**src/rtl/quad_pkg.sv**
```systemverilog
`default_nettype none
// +--------------------------------------------------------------------------+
// | quad_pkg : Gray states and transition classifier for quadrature decoding  |
// | Rev 1.0                                                                   |
// +--------------------------------------------------------------------------+
package quad_pkg;

   localparam logic [1:0] S00 = 2'b00;
   localparam logic [1:0] S10 = 2'b10;
   localparam logic [1:0] S11 = 2'b11;
   localparam logic [1:0] S01 = 2'b01;

   typedef enum logic [1:0] {
      EV_NONE    = 2'd0,
      EV_UP      = 2'd1,
      EV_DOWN    = 2'd2,
      EV_ILLEGAL = 2'd3
   } event_t;

   function automatic logic [1:0] next_up(input logic [1:0] s);
      case (s)
         S00:     return S10;
         S10:     return S11;
         S11:     return S01;
         default: return S00;
      endcase
   endfunction

   // Bits are {A,B}; the up direction is A leading B.
   function automatic event_t classify(input logic [1:0] prev, input logic [1:0] cur);
      if (prev == cur)
         return EV_NONE;
      else if ((prev ^ cur) == 2'b11)
         return EV_ILLEGAL;
      else if (next_up(prev) == cur)
         return EV_UP;
      else
         return EV_DOWN;
   endfunction

endpackage
`default_nettype wire

```
**src/rtl/debounce_sync.sv**
```systemverilog
`default_nettype none
// +--------------------------------------------------------------------------+
// | debounce_sync : 2-flop synchronizer plus stability-counter debouncer      |
// | Rev 1.0                                                                   |
// +--------------------------------------------------------------------------+
module debounce_sync #(
   parameter int DEBOUNCE_CYCLES = 100000
) (
   input  logic clk,
   input  logic reset,
   input  logic x_in,
   input  logic load,
   output logic x_s,
   output logic x_db
);

   localparam int CNT_W = $clog2(DEBOUNCE_CYCLES);

   logic             meta;
   logic [CNT_W-1:0] cnt;

   always_ff @(posedge clk) begin
      if (reset) begin
         meta <= 1'b0;
         x_s  <= 1'b0;
         x_db <= 1'b0;
         cnt  <= '0;
      end else begin
         meta <= x_in;
         x_s  <= meta;
         // load bypasses filtering so the accepted value can track the pins while priming
         if (load) begin
            x_db <= x_s;
            cnt  <= '0;
         end else if (x_s == x_db) begin
            cnt <= '0;
         end else if (cnt == CNT_W'(DEBOUNCE_CYCLES - 1)) begin
            x_db <= x_s;
            cnt  <= '0;
         end else begin
            cnt <= cnt + 1'b1;
         end
      end
   end

endmodule
`default_nettype wire

```
**src/rtl/quadrature_decoder.sv**
```systemverilog
`default_nettype none
// +--------------------------------------------------------------------------+
// | quadrature_decoder : debounced encoder phases to step/dir pulses + count  |
// | Rev 1.0                                                                   |
// +--------------------------------------------------------------------------+
module quadrature_decoder
   import quad_pkg::*;
#(
   parameter int DEBOUNCE_CYCLES = 100000,
   parameter int COUNT_W         = 4
) (
   input  logic               clk,
   input  logic               reset,
   input  logic               a_in,
   input  logic               b_in,
   output logic               step,
   output logic               dir,
   output logic [COUNT_W-1:0] count,
   output logic               err
);

   // The synchronized phases are valid two edges after reset; a shorter
   // priming window (only possible at DEBOUNCE_CYCLES = 2) would load stale zeros.
   localparam int PRIME_CYCLES = (DEBOUNCE_CYCLES < 3) ? 3 : DEBOUNCE_CYCLES;
   localparam int PRIME_W      = $clog2(PRIME_CYCLES);

   logic               primed;
   logic               loading;
   logic [PRIME_W-1:0] prime_cnt;
   logic               a_s;
   logic               b_s;
   logic               a_db;
   logic               b_db;
   logic [1:0]         prev;
   logic [1:0]         cur;
   event_t             ev;

   assign loading = ~primed;
   assign cur     = {a_db, b_db};
   assign ev      = classify(prev, cur);

   debounce_sync #(.DEBOUNCE_CYCLES(DEBOUNCE_CYCLES)) u_deb_a (
      .clk   (clk),
      .reset (reset),
      .x_in  (a_in),
      .load  (loading),
      .x_s   (a_s),
      .x_db  (a_db)
   );

   debounce_sync #(.DEBOUNCE_CYCLES(DEBOUNCE_CYCLES)) u_deb_b (
      .clk   (clk),
      .reset (reset),
      .x_in  (b_in),
      .load  (loading),
      .x_s   (b_s),
      .x_db  (b_db)
   );

   always_ff @(posedge clk) begin
      if (reset) begin
         primed    <= 1'b0;
         prime_cnt <= '0;
         prev      <= S00;
         step      <= 1'b0;
         err       <= 1'b0;
         dir       <= 1'b0;
         count     <= '0;
      end else begin
         step <= 1'b0;
         err  <= 1'b0;
         if (!primed) begin
            prev <= {a_s, b_s};
            if (prime_cnt == PRIME_W'(PRIME_CYCLES - 1))
               primed <= 1'b1;
            else
               prime_cnt <= prime_cnt + 1'b1;
         end else begin
            prev <= cur;
            case (ev)
               EV_UP: begin
                  step  <= 1'b1;
                  dir   <= 1'b1;
                  count <= count + 1'b1;
               end
               EV_DOWN: begin
                  step  <= 1'b1;
                  dir   <= 1'b0;
                  count <= count - 1'b1;
               end
               EV_ILLEGAL: err <= 1'b1;
               default: ;
            endcase
         end
      end
   end

endmodule
`default_nettype wire
```
**config.mk**
```make
export PLATFORM = sky130hd
export DESIGN_NAME = quadrature_decoder
export DESIGN_NICKNAME = d
export VERILOG_FILES = /design/src/rtl/quad_pkg.sv /design/src/rtl/debounce_sync.sv /design/src/rtl/quadrature_decoder.sv
export SDC_FILE = /design/constraint.sdc
export NUM_CORES = 1
export LEC_CHECK = 0
export ABC_AREA = 1
export ABC_CLOCK_PERIOD_IN_PS = 5500
export CORE_AREA = 3 3 88 99
export CTS_BUF_LIST = sky130_fd_sc_hd__clkbuf_4 sky130_fd_sc_hd__clkbuf_8
export DETAILED_ROUTE_END_ITERATION = 10
export DIE_AREA = 0 0 91 102
export GPL_ROUTABILITY_DRIVEN = 0
export PLACE_DENSITY_LB_ADDON = 0.08
export SLEW_MARGIN = 20
export SYNTH_ARGS = -nofsm -noshare
export SYNTH_HDL_FRONTEND = slang
export SYNTH_SLANG_ARGS = --single-unit
```
**constraint.sdc**
```tcl
create_clock -name clk -period 5.5 [get_ports clk]
set_input_delay 0.55 -clock clk [delete_from_list [all_inputs] [get_ports clk]]
set_output_delay 0.55 -clock clk [all_outputs]
set_load 0.005 [all_outputs]
```
Yosys cells after proc, flatten, opt, wreduce, memory -nomap -nowiden
Cells that the tools add are included.
- register bits: 67
- output and inout bits: 7
- add/subtract/negate cells: 5
- equal/unequal tests: 17
- multiplexer cells: 19
- bitwise operators: 3
- reductions and logical operators: 10
- operators with widths (cell ; count):
    adder 17 x 1 -> 17 bit (second input constant) ; 3
    equality test 17 bit (second input constant) ; 3
    2-to-1 mux 2 bit ; 6
    equality test 2 bit (second input constant) ; 5
    2-to-1 mux 1 bit ; 10
    one-hot mux 4 bit (2 select lines) ; 1
    AND reduction 2 bit ; 4
    OR reduction 4 bit ; 2
    one-hot mux 2 bit (3 select lines) ; 1
    adder 4 x 1 -> 4 bit (second input constant) ; 1
    equality test 2 bit ; 2
    inequality test 2 x 1 -> 1 bit (second input constant) ; 2
    inequality test 2 bit (second input constant) ; 2
    OR reduction 2 bit ; 2
    subtractor 4 x 1 -> 4 bit (second input constant) ; 1
    equality test 1 bit ; 2
    equality test 2 x 1 -> 1 bit (second input constant) ; 1
    zero test 2 bit ; 1
    NOT 1 bit ; 2
    one-hot mux 1 bit (2 select lines) ; 1
    nonzero test 2 bit ; 1
    bitwise XOR 2 bit ; 1

Longest topological paths before layout
Gate-level depths: netlist of run 1.
- word-level depth: 11
- mapped depth: 12

Modules after synthesis
A second synthesis of run 1 with hierarchy kept.
- cell total of the unflattened synthesis: 508
- area, all modules: 3573.4 um2
- by module, submodules not included (module ; instances ; cells each ; area an instance (um2) ; seq. area each (um2)):
    quadrature_decoder ; 1 ; 237 ; 1614.0 ; 540.5
    debounce_sync (u_deb_a) ; 1 ; 138 ; 984.7 ; 400.4
    debounce_sync (u_deb_b) ; 1 ; 133 ; 974.7 ; 400.4

Worst setup path before layout of run 1
OpenSTA, ideal clock, no wires.
- kind: flip-flop to flip-flop
- start point: reg u_deb_a.x_db
- end point: reg count[2]
- arrival: 1.739 ns
- data required time: 5.383 ns
- path slack: 3.644 ns
- stages on the path, launching flop included: 13
- path buffers: 0
- cells stage by stage: dfxtp_1 xnor2_1 inv_1 ha_1 nor2_1 nand2_2 xor2_1 ha_1 o21bai_1 nand2_1 nand2_1 nor2_1 nor2_1
- longest elaborated chain between the ends: 7
- elaborated cells between the ends (all ways): 12
- those cells by class: 5 x eq/ne; 4 x mux; 1 x bitwise; 2 x reduce/logical
- RTL lines (element ; RTL line ; text):
    from (decl) ; debounce_sync.sv:14 ; output logic x_db
    from (signal assigned) ; debounce_sync.sv:33 ; x_db <= x_s;
    from (signal assigned) ; debounce_sync.sv:38 ; x_db <= x_s;
    equality test 2 bit / bitwise XOR 2 bit (equally long branches) ; quad_pkg.sv:35, quad_pkg.sv:33 ;
    2-to-1 mux 2 bit / equality test 2 bit (equally long branches) ; quad_pkg.sv:35, quad_pkg.sv:33 ;
    2-to-1 mux 2 bit ; quad_pkg.sv:33 ; else if ((prev ^ cur) == 2'b11)
    2-to-1 mux 2 bit * ; quad_pkg.sv:31 ; if (prev == cur)
    equality test 2 bit / equality test 2 x 1 -> 1 bit (equally long branches) ; quadrature_decoder.sv:80 ; case (ev)
    nonzero test 2 bit (no source line) ; n/a ;
    AND reduction 2 bit (no source line) ; n/a ;
    to (signal assigned) ; quadrature_decoder.sv:84 ; count <= count + 1'b1;
    to (signal assigned) ; quadrature_decoder.sv:89 ; count <= count - 1'b1;
    to (decl) ; quadrature_decoder.sv:18 ; output logic [COUNT_W-1:0] count,
Mark *: on every way between the ends. The rest lies on a longest branch, timed or not.
A chain may end at the register's enable or synchronous reset.

Final worst setup path of run 1
- start point: in reset
- end point: reg u_deb_b.cnt[13]
- longest elaborated chain between the ends: 1
- RTL lines (element ; RTL line ; text):
    from (decl) ; quadrature_decoder.sv:13 ; input logic reset,
    OR reduction 4 bit (no source line) ; n/a ;
    to (signal assigned) ; debounce_sync.sv:41 ; cnt <= cnt + 1'b1;
    to (decl) ; debounce_sync.sv:20 ; logic [CNT_W-1:0] cnt;
No other way between the ends.

==> reports/results.ini, run 1 <==
[outcome]
outcome=completed

[floorplanning]
fp.coreArea_mm2=0.00783
rows=34
start_util=0.443
die-area_mm2=0.00928
die_h_um=102
io_pins=11
die_x_um=91

[synthesis]
yosysMostFrequentCell=nand2_1
synth.avg_cell_area_um2=7.13
syn_nets=497
yosysTopAreaCellShare=0.387
synth_compound_area_frac=0.0776
synth_edf_count=0
synth_top_family_by_area=simple AND/OR/NAND/NOR gates
yosysSeqAreaShare=0.387
ys_seq_elements=67
yosysWarnings=0
synth_common_cells=nand2_1, dfxtp_1, inv_1
yosysTopAreaCell=dfxtp_1
ys_types=36
synth_area_leaders=dfxtp_1, nand2_1, inv_1, nor2_1, xor2_1
synth_cells=486
synth_xor_area_frac=0.0682
synthSimpleGateAreaFrac=0.348
synth-main-ff-cell=dfxtp_1
synthAdderAreaFrac=0.0253
synthMuxAreaShare=0
postSynth.asyncResetShare=0
syn_area_mm2=0.00347

[cts]
cts_root_buf=clkbuf_8
clk_pin_slew_ns=0.07
cts_tree=yes
cts_setup_buffers=0
hold_buffers=0
cts_buffers=9
clock_path_buffers=2
worstSkewPairLatency_ns=0.34
cts_sinks=67
cts.repair.resized=0
htreeDepth=3

[setup_path]
cp.arrival_ns=2.38
crit_required_ns=5.73
startpoint_type=input port
reg2reg_from=u_deb_a.x_db
crit_start=reset
cp-end-kind=flop
cp_max_fo=23
path_class=in2reg

[global_route]
grt_max_degree=24
grt_overflow_total=0
grt_pass1_wl_mm=11.9
grt_antenna_before_repair=0
grt_pass1_vias=2712
grt_usage=0.156

[routing]
drt-met1-wl_mm=3.36
dr_wl_met2_mm=3.03
avgRoutedWirePerCell_um=11.0
viasPerCell=4.79
wirelength_mm=6.70
drc=0
ant_nets=0
firstDrtPassIters=4
dr_wl_met3_um=206
drtIter0Drc=91
top_layer_used=met4
vias=2920

[final_layout]
drive_above_1_share=0.0976
stdcell_area_mm2=0.00380
seqCellArea_mm2=0.00134
fill_cells=841
n_antenna_cell=0
multi_input_area_mm2=0.00180
final_nets=510
finalNonFillerCells=610
area_growth_pct=9.60

[hold_path]
hold_start=u_deb_b.meta
worstHoldPathType=reg2reg

[timing]
tns_ns=0
fmax_mhz=465
worstMarginPinSlew_ns=0.857
finClkSkew_ns=0.00416
rsz0062_at_grt=no
period_needed_ns=2.15
setup_viol=0
maxSlewViolCount=0
period_share=0.391
final_hold_viol_count=0
slew_headroom=0.427

[pwr]
power_per_cell_area_mw_per_mm2=230
leakage_nw=1.38
finalPower_uw=874
ir_worst_vdd_uv=98.6

[place]
buffer_ports.inserted=10
post_dp_cell_area_mm2=0.00363
placed_cells=596
hpwl_mm=4.88

[flow_run]
drv_cap=0

sequential cells by signal (all words and copies together) (netlist names), 2 cells and up:
name,count
u_deb_b.cnt,17
prime_cnt,17
count,4
u_deb_a.cnt,17
prev,2
final cells by class:
class                   instances  area share
inverters                      69      0.0682
flip-flops and latches         67       0.353
clock inverters                 3     0.00395
multi-input cells             342       0.473
well taps                     108      0.0356
repair buffers                 10      0.0263
clock buffers                  11      0.0398
layout by cell type, fill, tap and decap left out, types with 2 or more instances in the layout:
cell / Yosys / final
a21oi_1: 27 / 27
a21oi_2: 5 / 5
clkbuf_8: 0 / 11
clkdlybuf4s50_1: 0 / 10
clkinv_2: 0 / 3
dfxtp_1: 67 / 67
ha_1: 7 / 7
inv_1: 67 / 67
inv_2: 2 / 2
nand2_1: 105 / 105
nand2_2: 5 / 5
nand3_1: 26 / 26
nand3_2: 2 / 2
nand3b_1: 2 / 2
nand4_1: 17 / 17
nor2_1: 58 / 58
nor2_2: 13 / 13
nor3_1: 16 / 16
nor3b_1: 2 / 2
nor3b_2: 2 / 2
nor4_1: 2 / 2
o21ai_0: 13 / 13
o21ai_1: 2 / 2
or2_2: 2 / 2
xnor2_1: 8 / 8
xor2_1: 19 / 19
worst max-delay path: stages:
cell and delay [ns]:
clkdlybuf4s50_1 1.03, nor2_1 0.14, nand2_1 0.10, inv_1 0.04
nand2_2 0.23, inv_1 0.14, nand3_1 0.10, inv_1 0.04
logic make-up after synthesis:
logic type | after synthesis
AND/OR/NAND/NOR | 259
buffers and inverters | 77
flip-flops | 67
AO/OA/AOI/OAI | 49
XOR/XNOR | 27
adder cells (fa/ha/maj) | 7
through the flow:
| step | setup WS (ns) | hold slack [ns] | util |
|---|---|---|---|
| final | 3.35 | 0.411 | 0.485 |
| after global routing | 3.14 | 0.428 | 0.485 |
| after CTS | 3.31 | 0.415 | 0.485 |
| after detailed placement | 2.94 | 0.401 | 0.464 |
| after global placement | 3.00 | 0.399 | 0.464 |
| after floorplan | 3.64 | 0.388 | - |
routing by layer:
metal / vias to the layer above / GRT usage
li1: 1570 / -
met1: 1310 / 0.204
met2: 31 / 0.250
met3: 9 / 0.0412
met4: 0 / 0.0545
met5: - / 0
power breakdown:
group	internal [mW]	leakage (nW)	total (mW)	switching, mW
combinational	0.00826	0.749	0.0219	0.0136
sequential	0.489	0.541	0.493	0.00352
clock	0.181	0.0908	0.360	0.179
worst paths after layout:
path / slack, ns / depth (start not counted) / endpoint
worst max-delay path: 3.35 / 8 / u_deb_b.cnt[13]
worst min-delay path: 0.41 / 2 / u_deb_b.x_s
worst max register to register: 3.41 / 12 / count[2]
worst min register to register: 0.41 / 2 / u_deb_b.x_s
Note: power is estimated with default switching activity, not from simulation.
==> run 2, diff against run 1 <==
--- a/config.mk
+++ b/config.mk
@@ -6,7 +6,7 @@
 export NUM_CORES = 1
 export LEC_CHECK = 0
 export ABC_AREA = 1
-export ABC_CLOCK_PERIOD_IN_PS = 5500
+export ABC_CLOCK_PERIOD_IN_PS = 1700
 export CORE_AREA = 3 3 88 99
 export CTS_BUF_LIST = sky130_fd_sc_hd__clkbuf_4 sky130_fd_sc_hd__clkbuf_8
 export DETAILED_ROUTE_END_ITERATION = 10
==> constraint.sdc (replaced) <==
create_clock -name clk -period 1.7 [get_ports clk]
set_input_delay 0.17 -clock clk [delete_from_list [all_inputs] [get_ports clk]]
set_output_delay 0.17 -clock clk [all_outputs]
set_load 0.005 [all_outputs]
==> reports/results.ini, run 2 (synthesis gave the netlist of run 1 again) <==
[timing]
maxSlewViolCount=0
finClkSkew_ns=0.0122
rsz0062_at_grt=yes
period_share=1.04
final_hold_viol_count=0
layout_setup_ws_ns=-0.0764
worstMarginPinSlew_ns=0.375
setup_viol=1
whs_ns=0.355
slew_headroom=0.748
tns_ns=-0.0764
period_needed_ns=1.78
fmax_mhz=563

[pwr]
clkPwrFrac=0.442
ir_worst_vdd_uv=346
switchingPower_uw=640
leakage_nw=1.55
p_comb_frac=0.038
finalPower_mw=3.06
power_switching_share=0.209
p_int_mw=2.42
pwr-share-seq=0.520
power_per_cell_area_mw_per_mm2=735

[global_route]
grt_antenna_before_repair=0
grt_overflow_total=0
grt_max_degree=20
grt_usage=0.158
grt_pass1_wl_mm=12.0
grt_pass1_vias=2889

[floorplanning]
fp.coreArea_mm2=0.00783
die_h_um=102
die-area_mm2=0.00928
die_x_um=91
rows=34
io_pins=11
start_util=0.443

[routing]
wirelength_mm=7.04
drtIter0Drc=75
avgRoutedWirePerCell_um=11.0
ant_nets=0
vias=3062
viasPerCell=4.78
drc=0
firstDrtPassIters=4

[final_layout]
reg_top3=prime_cnt (17), u_deb_a.cnt (17), u_deb_b.cnt (17)
n_antenna_cell=0
final_cell_mix=nand2_1, inv_1, dfxtp_1
fill_cells=791
finalNonFillerCells=641
final_nets=540
stdcell_area_mm2=0.00416
drive_above_1_share=0.184
layout_commonest_cell=nand2_1
utilization=0.532
area_growth_pct=20.1

[setup_path]
path_class=reg2reg
cp_max_fo=2
cp-end-kind=flop
startpoint_type=flop
crit_required_ns=1.93
cp.arrival_ns=2.00

[cts]
clk_pin_slew_ns=0.07
cts_tree=yes
cts_buffers=9
clock_path_buffers=2
cts_root_buf=clkbuf_8
cts_sinks=67
htreeDepth=3
worstSkewPairLatency_ns=0.33

[place]
hpwl_mm=5.16
placed_cells=619
post-place-ws_ns=-0.0864
buffer_ports.inserted=10
post_dp_cell_area_mm2=0.00384

[outcome]
failed_checks=negative setup slack
outcome=finished, violations left

[hold_path]
worstHoldPathType=in2reg

[flow_run]
drv_cap=0

## run 2: worst paths after layout
check | end | depth (start not counted) | from | slack [ns]
hold / removal | u_deb_a.meta | 3 | a_in | 0.36
hold reg to reg | u_deb_b.x_s | 2 | u_deb_b.meta | 0.40
setup / recovery | count[2] | 12 | prev[0] | -0.08
setup reg to reg | count[2] | 12 | prev[0] | -0.08
## run 2: critical path, stage by stage, from the launching register on
cell and delay, ns:
dfxtp_2 0.34, xnor2_2 0.20, inv_2 0.07, ha_4 0.16, nor2_4 0.09, nand2_2 0.06, xor2_1 0.17, ha_2 0.16
o21bai_1 0.16, nand2_1 0.06, nand2_1 0.05, nor2_1 0.10, nor2_1 0.05
## run 2: power groups by stage
stage / registers, mW / logic (mW) / clock network, mW
2_1_floorplan: 1.63 / 0.0549 / 0
3_3_place_gp: 1.63 / 0.0973 / 0
3_5_place_dp: 1.63 / 0.0991 / 0
4_1_cts: 1.59 / 0.112 / 1.40
5_1_grt: 1.59 / 0.129 / 1.45
6_report: 1.59 / 0.116 / 1.35
## run 2: what timing repair did
action                     4_1_cts  5_1_grt
pin swaps                        5        4
setup buffers                    6        2
resized for setup                2       13
hold buffers                     0        0
setup endpoints to repair        2       23
## run 2: area by class of cell
| class | instances | area, um^2 | area share |
|---|---|---|---|
| multi-input combinational | 342 | 1870 | 0.449 |
| sequential | 67 | 1350 | 0.324 |
| timing repair buffer | 40 | 345 | 0.0829 |
| inverter | 69 | 263 | 0.0631 |
| clock buffer | 13 | 166 | 0.0400 |
| tap | 108 | 135 | 0.0325 |
| clock inverter | 2 | 35.0 | 0.00841 |
## run 2: metal layers
| layer | share of wire | vias up | global-route usage |
|---|---|---|---|
| li1 | - | 1634 | - |
| met1 | 0.49 | 1396 | 0.190 |
| met2 | 0.47 | 24 | 0.275 |
| met3 | 0.023 | 8 | 0.0353 |
| met4 | 0.014 | 0 | 0.0673 |
| met5 | 0 | - | 0 |
==> run 3, diff against run 2 <==
--- a/config.mk
+++ b/config.mk
@@ -7,6 +7,7 @@
 export LEC_CHECK = 0
 export ABC_AREA = 1
 export ABC_CLOCK_PERIOD_IN_PS = 1700
+export CAP_MARGIN = 20
 export CORE_AREA = 3 3 88 99
 export CTS_BUF_LIST = sky130_fd_sc_hd__clkbuf_4 sky130_fd_sc_hd__clkbuf_8
 export DETAILED_ROUTE_END_ITERATION = 10
==> results of run 3 <==
No change in the layout: final DEF, timing and power equal those of run 2.
